==> config.mk <==
export PLATFORM = sky130hd
export DESIGN_NAME = lsu_sram_master
export DESIGN_NICKNAME = d
export VERILOG_FILES = /design/src/rtl/lsu_sram_master.sv
export SDC_FILE = /design/constraint.sdc
export NUM_CORES = 1
export LEC_CHECK = 0
export CAP_MARGIN = 30
export CORE_ASPECT_RATIO = 0.75
export CORE_MARGIN = 1
export CORE_UTILIZATION = 41
export CTS_CLUSTER_SIZE = 25
export DETAILED_ROUTE_END_ITERATION = 10
export PLACE_DENSITY_LB_ADDON = 0.05
export RECOVER_POWER = 100
export SKIP_LAST_GASP = 1
export SLEW_MARGIN = 25
export SYNTH_ARGS = -nofsm -noshare
export SYNTH_HDL_FRONTEND = slang
export SYNTH_SLANG_ARGS = --single-unit
==> constraint.sdc <==
create_clock -name clk -period 4.9 [get_ports clk]
set_input_delay 0.735 -clock clk [delete_from_list [all_inputs] [get_ports clk]]
set_output_delay 0.735 -clock clk [all_outputs]
set_load 0.005 [all_outputs]
==> src/rtl/lsu_sram_master.sv <==
// Single-outstanding load/store initiator for the byte-addressed data SRAM.
// Three-stage flow IDLE -> ACCESS -> RESP; faulting accesses never drive a write enable.
module lsu_sram_master #(
  parameter int ADDR_W = 16
) (
  input  logic              clk,
  input  logic              rst,
  input  logic              req_valid,
  output logic              req_ready,
  input  logic              req_we,
  input  logic [2:0]        req_funct3,
  input  logic [31:0]       req_addr,
  input  logic [31:0]       req_wdata,
  output logic              rsp_valid,
  input  logic              rsp_ready,
  output logic [31:0]       rsp_rdata,
  output logic              rsp_fault,
  output logic [3:0]        sram_w_en,
  output logic [ADDR_W-1:0] sram_address,
  output logic [31:0]       sram_write_data,
  input  logic [31:0]       sram_read_data
);

  typedef enum logic [1:0] {
    IDLE   = 2'd0,
    ACCESS = 2'd1,
    RESP   = 2'd2
  } state_e;

  state_e            state_q, state_d;
  logic              we_q;
  logic [2:0]        funct3_q;
  logic [ADDR_W-1:0] addr_q;
  logic [31:0]       wdata_q;
  logic              fault_q;
  logic [31:0]       rdata_q, rdata_d;

  logic              f3_legal;
  logic [2:0]        size_m1;
  logic [ADDR_W:0]   last_byte;
  logic              req_fault;
  logic              accept;

  // Size decode; unsigned sizes are only meaningful for loads.
  always_comb begin
    f3_legal = 1'b0;
    size_m1  = 3'd0;
    case (req_funct3)
      3'b000: begin f3_legal = 1'b1;    size_m1 = 3'd0; end
      3'b001: begin f3_legal = 1'b1;    size_m1 = 3'd1; end
      3'b010: begin f3_legal = 1'b1;    size_m1 = 3'd3; end
      3'b100: begin f3_legal = !req_we; size_m1 = 3'd0; end
      3'b101: begin f3_legal = !req_we; size_m1 = 3'd1; end
      default: begin f3_legal = 1'b0;   size_m1 = 3'd0; end
    endcase
  end

  // A carry into bit ADDR_W means the access would wrap past the top of the SRAM.
  assign last_byte = {1'b0, req_addr[ADDR_W-1:0]} + (ADDR_W+1)'(size_m1);
  assign req_fault = ((req_addr >> ADDR_W) != 32'd0) || last_byte[ADDR_W] || !f3_legal;
  assign accept    = (state_q == IDLE) && req_valid;

  always_ff @(posedge clk) begin
    if (rst) begin
      state_q <= IDLE;
    end else begin
      state_q <= state_d;
    end
  end

  always_comb begin
    state_d = state_q;
    case (state_q)
      IDLE:    if (req_valid) state_d = ACCESS;
      ACCESS:  state_d = RESP;
      RESP:    if (rsp_ready) state_d = IDLE;
      default: state_d = IDLE;
    endcase
  end

  always_comb begin
    req_ready = (state_q == IDLE) && !rst;
    rsp_valid = (state_q == RESP);
    sram_w_en = 4'b0000;
    if ((state_q == ACCESS) && !rst && we_q && !fault_q) begin
      case (funct3_q[1:0])
        2'b00:   sram_w_en = 4'b0001;
        2'b01:   sram_w_en = 4'b0011;
        2'b10:   sram_w_en = 4'b1111;
        default: sram_w_en = 4'b0000;
      endcase
    end
  end

  always_comb begin
    rdata_d = rdata_q;
    if (state_q == ACCESS) begin
      if (we_q || fault_q) begin
        rdata_d = 32'd0;
      end else begin
        case (funct3_q)
          3'b000:  rdata_d = {{24{sram_read_data[7]}}, sram_read_data[7:0]};
          3'b100:  rdata_d = {24'd0, sram_read_data[7:0]};
          3'b001:  rdata_d = {{16{sram_read_data[15]}}, sram_read_data[15:0]};
          3'b101:  rdata_d = {16'd0, sram_read_data[15:0]};
          default: rdata_d = sram_read_data;
        endcase
      end
    end
  end

  always_ff @(posedge clk) begin
    if (rst) begin
      we_q     <= 1'b0;
      funct3_q <= 3'd0;
      addr_q   <= '0;
      wdata_q  <= 32'd0;
      fault_q  <= 1'b0;
      rdata_q  <= 32'd0;
    end else begin
      if (accept) begin
        we_q     <= req_we;
        funct3_q <= req_funct3;
        addr_q   <= req_addr[ADDR_W-1:0];
        wdata_q  <= req_wdata;
        fault_q  <= req_fault;
      end
      rdata_q <= rdata_d;
    end
  end

  assign sram_address    = addr_q;
  assign sram_write_data = wdata_q;
  assign rsp_rdata       = rdata_q;
  assign rsp_fault       = fault_q;

endmodule

==> impl_metrics.yaml <==
status:
  outcome: "completed"
power:
  peakVddDrop_v: 0.000189
  finalPower_uw: 1580
  power.leakage_uw: 0.00228
  power.density_mw_per_mm2: 287
timing:
  fmax_ghz: 0.308
  slew_headroom_pct: 23.2
  rsz0062_at_grt: "no"
  period_share_pct: 66.3
  setup-violations-final: 0
  final_max_slew_viol_count: 0
  layout_min_cycle_time_ns: 3.25
  hold_viol: 0
  tns_ns: 0
  worstMarginPinSlew_ns: 1.15
  finClkSkew_ns: 0.00786
floorplanning:
  core_mm2: 0.00795
  start_util_pct: 42.6
  die_h_um: 80.7
  fp.dieArea_mm2: 0.00863
  num_io_pins: 191
  die_x_um: 107
  row_count: 28
synth:
  yosysSeqAreaShare_pct: 51.4
  synth.ff_latch_count: 87
  syn-instance-count: 417
  synth_area_mm2: 0.00339
  synth_cell_types: 36
  synth.net_count: 527
  yosysWarnings: 0
  syn_avg_cell_area_um2: 8.12
placement:
  hpwl_mm: 6.81
  dp_cells: 687
  io_buffers: 190
  gp_congestion: 0.780
drt:
  post_drt_via_cell_ratio: 4.90
  drt-initial-drc-count: 141
  wl_per_cell_um: 13.7
  dr.pass1.iters: 4
  wirelength_mm: 9.64
  drc: 0
  ant_nets: 0
  vias: 3451
worst_setup_path:
  rr_worst_depth: 4
  required_ns: 5.18
  arrival_ns: 3.52
  critPathKind: "primary input to flip-flop"
  cp_max_fo: 28
  cp-start-kind: "primary input"
  endpoint_kind: "flip-flop"
flow_run:
  cap_violations: 0
cells_and_area:
  nets: 705
  synthToLayoutAreaGrowth_pct: 62.1
  final_common_cell: "nand2_1"
  instances_no_fill: 705
  diodes: 0
  postLayoutCoreUtil_pct: 69.0
  drive_above_1_share_pct: 4.17
  layout_common_cells: "nand2_1, clkdlybuf4s50_1, dfxtp_1"
cts:
  cts_hold_buf: 0
  cts.sinks: 87
  cts_tree: "yes"
  cts_buffers: 9
  cts_setup_buffers: 0
  htree_levels: 3
  clk_path_buf_depth: 2
  clock_latency_ns: 0.35
  cts_resized: 0
  cts_root_buffer: "clkbuf_8"
  clk_pin_slew_worst_paths_ns: 0.09
worst_hold_path:
  min_path_type: "flip-flop to flip-flop"
  holdPathStages: 2
global_routing:
  grt_pass1_vias: 3234
  grt_max_degree: 71
  grt_overflow: 0
  grt_usage_pct: 22.3
  grt_pass1_wl_mm: 15.0
  antenna_found_initial: 0
worst paths after layout:
path	slack, ns	startpoint	to
worst max-delay path	1.65	req_valid	sram_address[2]
worst min-delay path	0.45	rsp_rdata[20]	rsp_rdata[20]
worst max register to register	1.99	state_q[1]	rsp_rdata[28]
worst min register to register	0.45	rsp_rdata[20]	rsp_rdata[20]
cell families (layout without fill, tap and decap cells):
family                   Yosys count  after routing  synth area share (%)
AO/OA/AOI/OAI                     99             99                  17.0
flip-flops                        87             87                  51.4
buffers and inverters             31            214                  4.36
adder cells (fa/ha/maj)            6              6                  2.22
AND/OR/NAND/NOR                  194            194                  25.0
registers in the layout, summed over array words and instances, names as in the netlist:
signal	cells
funct3_q	3
rsp_fault	1
rsp_rdata	32
sram_address	16
sram_write_data	32
state_q	2
we_q	1
cells in the mapped netlist:
library cell / n / area (µm²)
nor3_4: 1 / 16.3
nor4_1: 6 / 37.5
and4b_1: 1 / 10.0
nor2_1: 26 / 97.6
buf_4: 1 / 7.51
o21ai_1: 11 / 55.1
nand2b_1: 4 / 25.0
a21oi_2: 8 / 70.1
nor2b_1: 1 / 6.26
or3_1: 1 / 6.26
nor3_1: 2 / 10.0
nand2b_4: 1 / 13.8
clkbuf_1: 6 / 22.5
nand3b_4: 1 / 20.0
o21ai_0: 7 / 35.0
a22oi_1: 9 / 67.6
nand3_1: 1 / 5.00
a21oi_1: 54 / 270
nand4_1: 4 / 25.0
and2b_1: 1 / 7.51
clkbuf_2: 1 / 5.00
ha_1: 6 / 75.1
a211oi_1: 1 / 7.51
nor3b_2: 1 / 12.5
nand2_1: 138 / 518
nand4b_1: 1 / 8.76
nor3b_1: 1 / 7.51
and2_1: 2 / 12.5
inv_1: 3 / 11.3
dfxtp_1: 87 / 1740
buf_2: 15 / 75.1
buf_6: 1 / 11.3
a21o_1: 8 / 60.1
a311o_1: 1 / 10.0
buf_1: 4 / 15.0
or2_1: 1 / 6.26
layout make-up:
class | instances | area [µm²]
fill | 707 | 2460
timing repair buffer | 195 | 1940
sequential | 87 | 1740
multi-input combinational | 299 | 1450
clock buffer | 11 | 151
tap | 105 | 131
clock inverter | 5 | 63.8
inverter | 3 | 11.3
routing by layer:
layer  vias to the layer above  track usage (%)  wire (µm)
met4                         0             7.53        140
met3                        15             9.98        953
met1                      1579             25.7       3910
met5                         -                0          0
li1                       1738                -          -
met2                       119             37.0       4640
power breakdown:
group | switching, µW | leakage, µW | internal (µW)
Clock | 260 | 0.000106 | 267
Sequential | 21.6 | 0.000711 | 747
Combinational | 121 | 0.00146 | 160
Total | 402 | 0.00228 | 1170
worst max-delay path: stages:
cell and delay (ns):
dlygate4sd3_1 0.58, nor3b_1 0.94, clkbuf_1 0.62, buf_4 0.41, nand2_1 0.10, a21oi_1 0.13
metrics by stage:
| step | setup slack (ns) | hold WS (ns) | cell area (µm²) |
|---|---|---|---|
| 3_3_place_gp | 2.08 | 0.433 | 5300 |
| 6_report | 1.65 | 0.449 | 5490 |
| 4_1_cts | 2.06 | 0.454 | 5520 |
| 3_5_place_dp | 2.03 | 0.441 | 5310 |
| 2_1_floorplan | 2.66 | 0.443 | 3390 |
| 5_1_grt | 1.43 | 0.473 | 5490 |
Power figures use the tool's default switching activity.
